==> config.mk <==
export PLATFORM = sky130hd
export DESIGN_NAME = alu_unit_flat
export DESIGN_NICKNAME = d
export VERILOG_FILES = /design/src/rtl/alu_unit_if.sv /design/src/rtl/alu_unit.sv /design/src/flat_wrapper.sv
export SDC_FILE = /design/constraint.sdc
export NUM_CORES = 1
export LEC_CHECK = 0
export CORE_ASPECT_RATIO = 1.5
export CORE_MARGIN = 8
export CORE_UTILIZATION = 51
export CTS_CLUSTER_SIZE = 10
export DETAILED_ROUTE_END_ITERATION = 8
export PLACE_DENSITY = 0.83
export SLEW_MARGIN = 30
export SYNTH_ARGS = -nofsm -noshare
export SYNTH_HDL_FRONTEND = slang
export SYNTH_SLANG_ARGS = --single-unit
==> constraint.sdc <==
create_clock -name clk -period 0.8 [get_ports clk]
set_input_delay 0.12 -clock clk [delete_from_list [all_inputs] [get_ports clk]]
set_output_delay 0.12 -clock clk [all_outputs]
set_load 0.02 [all_outputs]
==> src/rtl/alu_unit_if.sv <==
// Operand/result bundle between the operand registers and the ALU.
// The master side drives operands and the slave side returns result and flags.
interface alu_unit_if #(
    parameter int SIZE = 32
);
    logic            in_valid;
    logic [SIZE-1:0] A;
    logic [SIZE-1:0] B;
    logic [1:0]      CTRL;
    logic            out_valid;
    logic [SIZE:0]   R;
    logic            O;
    logic            Z;
    logic            N;

    modport master (
        output in_valid, A, B, CTRL,
        input  out_valid, R, O, Z, N
    );

    modport slave (
        input  in_valid, A, B, CTRL,
        output out_valid, R, O, Z, N
    );
endinterface

==> src/rtl/alu_unit.sv <==
// Registered ADD/SUB/AND/OR unit with carry/borrow, zero and negative flags.
// Combinational op logic feeds output registers for one-cycle latency.
module alu_unit #(
    parameter int SIZE = 32
) (
    input  logic      clk,
    input  logic      rst_n,
    alu_unit_if.slave bus
);

    localparam logic [1:0] OP_ADD = 2'b00;
    localparam logic [1:0] OP_SUB = 2'b01;
    localparam logic [1:0] OP_AND = 2'b10;
    localparam logic [1:0] OP_OR  = 2'b11;

    logic [SIZE:0] res;
    logic          res_o;
    logic          res_n;

    // Operands are zero-extended so bit SIZE carries the unsigned carry or borrow.
    always_comb begin
        res   = '0;
        res_o = 1'b0;
        res_n = 1'b0;
        case (bus.CTRL)
            OP_ADD: begin
                res   = {1'b0, bus.A} + {1'b0, bus.B};
                res_o = res[SIZE];
                res_n = res[SIZE-1];
            end
            OP_SUB: begin
                res   = {1'b0, bus.A} - {1'b0, bus.B};
                res_o = res[SIZE];
                res_n = res[SIZE-1];
            end
            OP_AND: res = {1'b0, bus.A & bus.B};
            OP_OR:  res = {1'b0, bus.A | bus.B};
            default: res = '0;
        endcase
    end

    always_ff @(posedge clk or negedge rst_n) begin
        if (!rst_n) begin
            bus.out_valid <= 1'b0;
            bus.R         <= '0;
            bus.O         <= 1'b0;
            bus.Z         <= 1'b0;
            bus.N         <= 1'b0;
        end else begin
            bus.out_valid <= bus.in_valid;
            if (bus.in_valid) begin
                bus.R <= res;
                bus.O <= res_o;
                bus.Z <= ~|res[SIZE-1:0];
                bus.N <= res_n;
            end
        end
    end

endmodule

==> src/flat_wrapper.sv <==
// flat-port wrapper written by rule: the top's interface ports become plain ports
module alu_unit_flat 
#(
    parameter int SIZE = 32
)
  (clk, rst_n, bus_in_valid, bus_A, bus_B, bus_CTRL, bus_out_valid, bus_R, bus_O, bus_Z, bus_N);
  alu_unit_if #(.SIZE(SIZE)) bus_i ();
  input  logic clk;
  input  logic rst_n;
  input wire logic [$bits(bus_i.in_valid)-1:0] bus_in_valid;
  input wire logic [$bits(bus_i.A)-1:0] bus_A;
  input wire logic [$bits(bus_i.B)-1:0] bus_B;
  input wire logic [$bits(bus_i.CTRL)-1:0] bus_CTRL;
  output wire logic [$bits(bus_i.out_valid)-1:0] bus_out_valid;
  output wire logic [$bits(bus_i.R)-1:0] bus_R;
  output wire logic [$bits(bus_i.O)-1:0] bus_O;
  output wire logic [$bits(bus_i.Z)-1:0] bus_Z;
  output wire logic [$bits(bus_i.N)-1:0] bus_N;
  assign bus_i.in_valid = bus_in_valid;
  assign bus_i.A = bus_A;
  assign bus_i.B = bus_B;
  assign bus_i.CTRL = bus_CTRL;
  assign bus_out_valid = bus_i.out_valid;
  assign bus_R = bus_i.R;
  assign bus_O = bus_i.O;
  assign bus_Z = bus_i.Z;
  assign bus_N = bus_i.N;
  alu_unit #(.SIZE(SIZE)) u_core (.clk(clk), .rst_n(rst_n), .bus(bus_i));
endmodule
==> results_tabular.tex, run 1 <==
\begin{tabular}{lr}
\hline
Metric & Value \\
\hline
\multicolumn{2}{l}{\textbf{CTS}} \\
Root cell of the clock tree & sky130\_fd\_sc\_hd\_\_clkbuf\_16 \\
Clock sink count & 37 \\
Setup repair bufs after CTS & 104 \\
Resized Gates After CTS & 624 \\
Buffers from clock root to sink, at most & 2 \\
Deepest level of the CTS H-tree & 2 \\
CTS hold repair buffers & 1 \\
Clock buffers created by TritonCTS & 5 \\
\multicolumn{2}{l}{\textbf{Floorplan}} \\
Std-Cell Rows & 51 \\
Width of the die & 110 µm \\
Y dimension of the die & 157 µm \\
Starting density of the core & 0.521 \\
Total I/O pin count & 106 \\
\multicolumn{2}{l}{\textbf{Logic synthesis}} \\
Count of mapped cells out of synthesis & 942 \\
Total standard cell area after synthesis & 6750 µm² \\
Register bit total from synthesis & 37 \\
Mean Syn Cell Area & 7.16 µm² \\
Cell variety after synth & 78 \\
Top flip-flop cell by instance count after synthesis & sky130\_fd\_sc\_hd\_\_dfrtp\_1 \\
Post-synth EDFFs & 0 \\
Sequential-to-total area share from yosys stat & 0.137 \\
Number of nets in the synthesized netlist & 1109 \\
Portion of synthesized cell area occupied by the leading cell type & 0.178 \\
Most numerous cell types in the synthesized netlist & sky130\_fd\_sc\_hd\_\_inv\_1, sky130\_fd\_sc\_hd\_\_ha\_1, sky130\_fd\_sc\_hd\_\_nor2\_1 \\
Share of async-settable or async-resettable flops after synthesis & 1.00 \\
Syn. warnings & 0 \\
Cell types with the largest area share after synthesis & sky130\_fd\_sc\_hd\_\_ha\_1, sky130\_fd\_sc\_hd\_\_dfrtp\_1, sky130\_fd\_sc\_hd\_\_a21oi\_1 \\
Dominant cell by count in the synthesized netlist & sky130\_fd\_sc\_hd\_\_inv\_1 \\
Post-synthesis cell type with the largest combined area & sky130\_fd\_sc\_hd\_\_ha\_1 \\
\multicolumn{2}{l}{\textbf{Placement}} \\
Gp weighted congestion & 1.10 \\
Number of buffer cells added on primary ports & 105 \\
Dpl hpwl & 26300 µm \\
\multicolumn{2}{l}{\textbf{Run status}} \\
Stage at which the run stopped & clock tree synthesis (4\_1\_cts) \\
Error that stopped the run & [ERROR DPL-0038] Utilization greater than 100\%, impossible to legalize \\
Status & aborted with a tool error \\
\hline
\end{tabular}
stage by stage:
stage | util | worst slack, ns | area, µm² | cells
floorplan | - | -2.24 | 7240 | 942
global placement | 0.848 | -2.98 | 11000 | 1517
detailed placement | 0.848 | -3.20 | 11000 | 1517
kinds of logic after synthesis:
kind of cell	share of synthesized area
simple gates	0.191
flops	0.137
compound gates	0.338
buf+inv	0.0881
mux	0.0436
xor+xnor	0.0182
fa+ha+maj	0.184
==> run 2, diff against run 1 <==
Settings changed: CORE_ASPECT_RATIO 1.5 to default, CORE_UTILIZATION 51 to 40, CTS_CLUSTER_SIZE 10 to default, PLACE_DENSITY 0.83 to default, PLACE_DENSITY_LB_ADDON from default to 0.15.
Clock period 0.8 ns to 1 ns, I/O delays scaled along.
==> results_tabular.tex, run 2 <==
\begin{tabular}{lr}
\hline
Metric & Value \\
\hline
\multicolumn{2}{l}{\textbf{Logic synthesis}} \\
Dominant cell by count in the synthesized netlist & sky130\_fd\_sc\_hd\_\_inv\_1 \\
Mean Syn Cell Area & 7.16 µm² \\
Number of nets in the synthesized netlist & 1109 \\
Cell types with the largest area share after synthesis & sky130\_fd\_sc\_hd\_\_ha\_1, sky130\_fd\_sc\_hd\_\_dfrtp\_1, sky130\_fd\_sc\_hd\_\_a21oi\_1 \\
Portion of synthesized cell area occupied by the leading cell type & 0.178 \\
Cell variety after synth & 78 \\
Register bit total from synthesis & 37 \\
Largest family of logic cells by synthesized area & compound AO/OA/AOI/OAI gates \\
Top flip-flop cell by instance count after synthesis & sky130\_fd\_sc\_hd\_\_dfrtp\_1 \\
Share of synthesized area spent on multiplexers & 0.0436 \\
Syn. warnings & 0 \\
Most numerous cell types in the synthesized netlist & sky130\_fd\_sc\_hd\_\_inv\_1, sky130\_fd\_sc\_hd\_\_ha\_1, sky130\_fd\_sc\_hd\_\_nor2\_1 \\
Post-synth EDFFs & 0 \\
Count of mapped cells out of synthesis & 942 \\
Area fraction in compound gates after synthesis & 0.338 \\
Share of async-settable or async-resettable flops after synthesis & 1.00 \\
Total standard cell area after synthesis & 6750 µm² \\
Share of synthesized cell area in and, or, nand and nor gates & 0.191 \\
Post-synthesis cell type with the largest combined area & sky130\_fd\_sc\_hd\_\_ha\_1 \\
Synthesized-area fraction occupied by adder cells & 0.184 \\
Share of the synthesized netlist area taken by xor and xnor gates & 0.0182 \\
Sequential-to-total area share from yosys stat & 0.137 \\
\multicolumn{2}{l}{\textbf{Placement}} \\
Number of buffer cells added on primary ports & 105 \\
Dpl hpwl & 25300 µm \\
Gp weighted congestion & 1.03 \\
\multicolumn{2}{l}{\textbf{Worst setup path}} \\
Nature of the critical path endpoint & register \\
Critical path, cell by cell & buf\_8, inv\_6, ha\_4, or4\_4, buf\_6, a2111oi\_4, o21a\_1, o21ai\_2, buf\_6, a21oi\_4, xnor2\_2, a2111o\_1, a2111oi\_2, nand4\_1, o21ai\_1 \\
Critical path data arrival time & 3.37 ns \\
Buffering stage count on the worst path with inverters included & 4 \\
Peak fanout along the critical path & 2 \\
Crit start category & primary input \\
Worst-path cell with the longest stage delay & sky130\_fd\_sc\_hd\_\_or4\_4 \\
Critical Path RT & 1.21 ns \\
Type of the setup path with the least slack & primary input to register \\
Critical path's most frequent cell & sky130\_fd\_sc\_hd\_\_buf\_6 \\
Cell class contributing the biggest share of worst-path delay & compound AO/OA/AOI/OAI gates \\
Maximum single-stage delay on the critical path & 0.57 ns \\
\multicolumn{2}{l}{\textbf{Drt}} \\
Drt via density & 5.75 \\
Number of vias after detailed routing & 9667 \\
Post-detailed-routing wire length & 33600 µm \\
DRC errors left & 0 \\
Final antenna-violating net count & 0 \\
Drt wl/cell & 20.0 µm \\
Number of DRC markers in iteration 0 & 722 \\
Number of optimization iterations in the first detailed-route pass & 6 \\
\multicolumn{2}{l}{\textbf{Cells and area}} \\
Reg with most FFs & u\_core.bus.R \\
Number of inserted diodes & 0 \\
Proportion of layout cells with a drive suffix above 1 & 0.589 \\
Flip-flop count of the largest register, all copies and words added & 33 \\
Most frequent standard cell in the layout excluding fill and tap cells & sky130\_fd\_sc\_hd\_\_buf\_4 \\
Commonest non-fill, non-tap cells in the layout & sky130\_fd\_sc\_hd\_\_buf\_4, sky130\_fd\_sc\_hd\_\_nor2\_1, sky130\_fd\_sc\_hd\_\_nand2\_1, sky130\_fd\_sc\_hd\_\_buf\_6, sky130\_fd\_sc\_hd\_\_ha\_1 \\
Final net count & 1626 \\
Layout overhead on the synthesized area & 100\% \\
Number of fillers in the final layout & 1097 \\
\multicolumn{2}{l}{\textbf{Floorplan}} \\
Total I/O pin count & 106 \\
Y dimension of the die & 146 µm \\
Width of the die & 146 µm \\
Starting density of the core & 0.408 \\
Std-Cell Rows & 47 \\
Floorplan die area & 21300 µm² \\
Core Box Area & 16500 µm² \\
\multicolumn{2}{l}{\textbf{Power}} \\
Part of the power in combinational logic & 0.703 \\
Relative contribution of sequential cells to total power & 0.155 \\
Worst ir drop on vdd & 0.837 mV \\
Relative contribution of the clock network to total power & 0.142 \\
Leakage power summed over all cells & 0.00609 µW \\
Internal Power & 7290 µW \\
Switching power as a share of total power & 0.418 \\
P\_sw & 5250 µW \\
Post-layout power & 12500 µW \\
Power per unit of standard cell area & 927 nW/µm² \\
\multicolumn{2}{l}{\textbf{CTS}} \\
Root cell of the clock tree & sky130\_fd\_sc\_hd\_\_clkbuf\_16 \\
Clock buffers created by TritonCTS & 5 \\
Clock sink count & 37 \\
Clock latency on the worst-skew pair & 0.27 ns \\
Buffers from clock root to sink, at most & 2 \\
TritonCTS clock tree & yes \\
Clock-pin slew of the registers on the worst-case setup and hold paths & 0.06 ns \\
Deepest level of the CTS H-tree & 2 \\
\multicolumn{2}{l}{\textbf{STA}} \\
Count of pins over their slew limit & 0 \\
Hold WS & 0.305 ns \\
RSZ-0062 raised after global routing & true \\
Final hold violation count & 0 \\
Final setup viols & 37 \\
Final cycle utilization of the critical path & 3.17 \\
Maximum achievable frequency & 316 MHz \\
Final worst-path setup slack & -2.17 ns \\
Worst max-slew margin expressed relative to the limit & 0.433 \\
Post-route minimum period & 3.17 ns \\
Actual slew at the worst max-slew pin & 0.847 ns \\
Post-route setup TNS & -49.52 ns \\
Setup clock skew after layout & 0 ns \\
\multicolumn{2}{l}{\textbf{Global route}} \\
Sum of overflow across all layers after global routing & 0 \\
Number of antenna violations at the first check in global routing & 0 \\
Largest net degree at the start of global routing & 45 \\
Global-route wire length before repair & 50200 µm \\
GR Util All Layers & 0.288 \\
Number of global-route vias before repair & 9634 \\
\multicolumn{2}{l}{\textbf{Run}} \\
Number of maximum-capacitance constraint violations & 0 \\
\multicolumn{2}{l}{\textbf{Run status}} \\
Violated checks & setup timing \\
Status & finished, violations left \\
\multicolumn{2}{l}{\textbf{Worst hold path}} \\
Path type of the worst min-delay path & primary input to asynchronous set/reset pin \\
\hline
\end{tabular}
run 2: cell counts after synthesis:
No cell type changed its count.
run 2: final timing paths:
path,to,startpoint,cells after the start,slack (ns)
max,u_core.bus.Z,bus_B[6],15,-2.17
min,u_core.bus.R[30],rst_n,2,0.31
max reg2reg,u_core.bus.R[17],u_core.bus.R[17],2,0.06
min reg2reg,u_core.bus.R[1],u_core.bus.R[1],1,0.48
max in group asynchronous,u_core.bus.R[12],rst_n,3,0.27
min in group clk,u_core.bus.R[1],bus_in_valid,4,0.35
run 2: cell families after synthesis:
group,count (synthesis)
AO/OA/AOI/OAI,342
buffers and inverters,156
AND/OR/NAND/NOR,268
adder cells (fa/ha/maj),98
multiplexers,27
flip-flops,37
XOR/XNOR,14
run 2: layout make-up:
class / count / area (µm²) / area share
well taps: 220 / 275 / 0.0204
flip-flops and latches: 37 / 926 / 0.0685
inverters: 102 / 450 / 0.0333
multi-input cells: 749 / 7160 / 0.529
clock buffers: 5 / 125 / 0.00926
clock inverters: 3 / 46.3 / 0.00342
repair buffers: 564 / 4540 / 0.336
run 2: through the flow:
stage,cells,setup WS (ns),cell area (µm²),utilization
global route,1680,-2.34,13500,0.818
finish,1680,-2.17,13500,0.818
detailed placement,1597,-3.00,11200,0.677
global placement,1597,-2.96,11200,0.677
CTS,1654,-2.17,12600,0.761
floorplan,942,-2.07,7240,-
run 2: power by group through the flow:
stage / combinational [µW] / sequential (µW) / clock (µW)
floorplan: 2940 / 2230 / 0
global placement: 6860 / 1930 / 0
detailed placement: 6920 / 1940 / 0
CTS: 7720 / 1920 / 1800
global route: 9280 / 1960 / 1870
finish: 8810 / 1940 / 1780
run 2: metal layers:
metal  vias up  wire [µm]  global-route usage
li1       4465          -                   -
met1      4641      12900               0.325
met2       420      16800               0.517
met3       141       2070              0.0451
met4         0       1900               0.143
met5         -          0                   0
run 2: repair_timing:
item                       CTS  global route
pin swaps                   96            94
cloned                       1             0
hold buffers                 1             0
setup endpoints to repair   73            52
setup buffers               52            36
gates resized for setup    503           214
hold endpoints to repair    11             0
No activity file was read; power rests on OpenSTA's default activity.
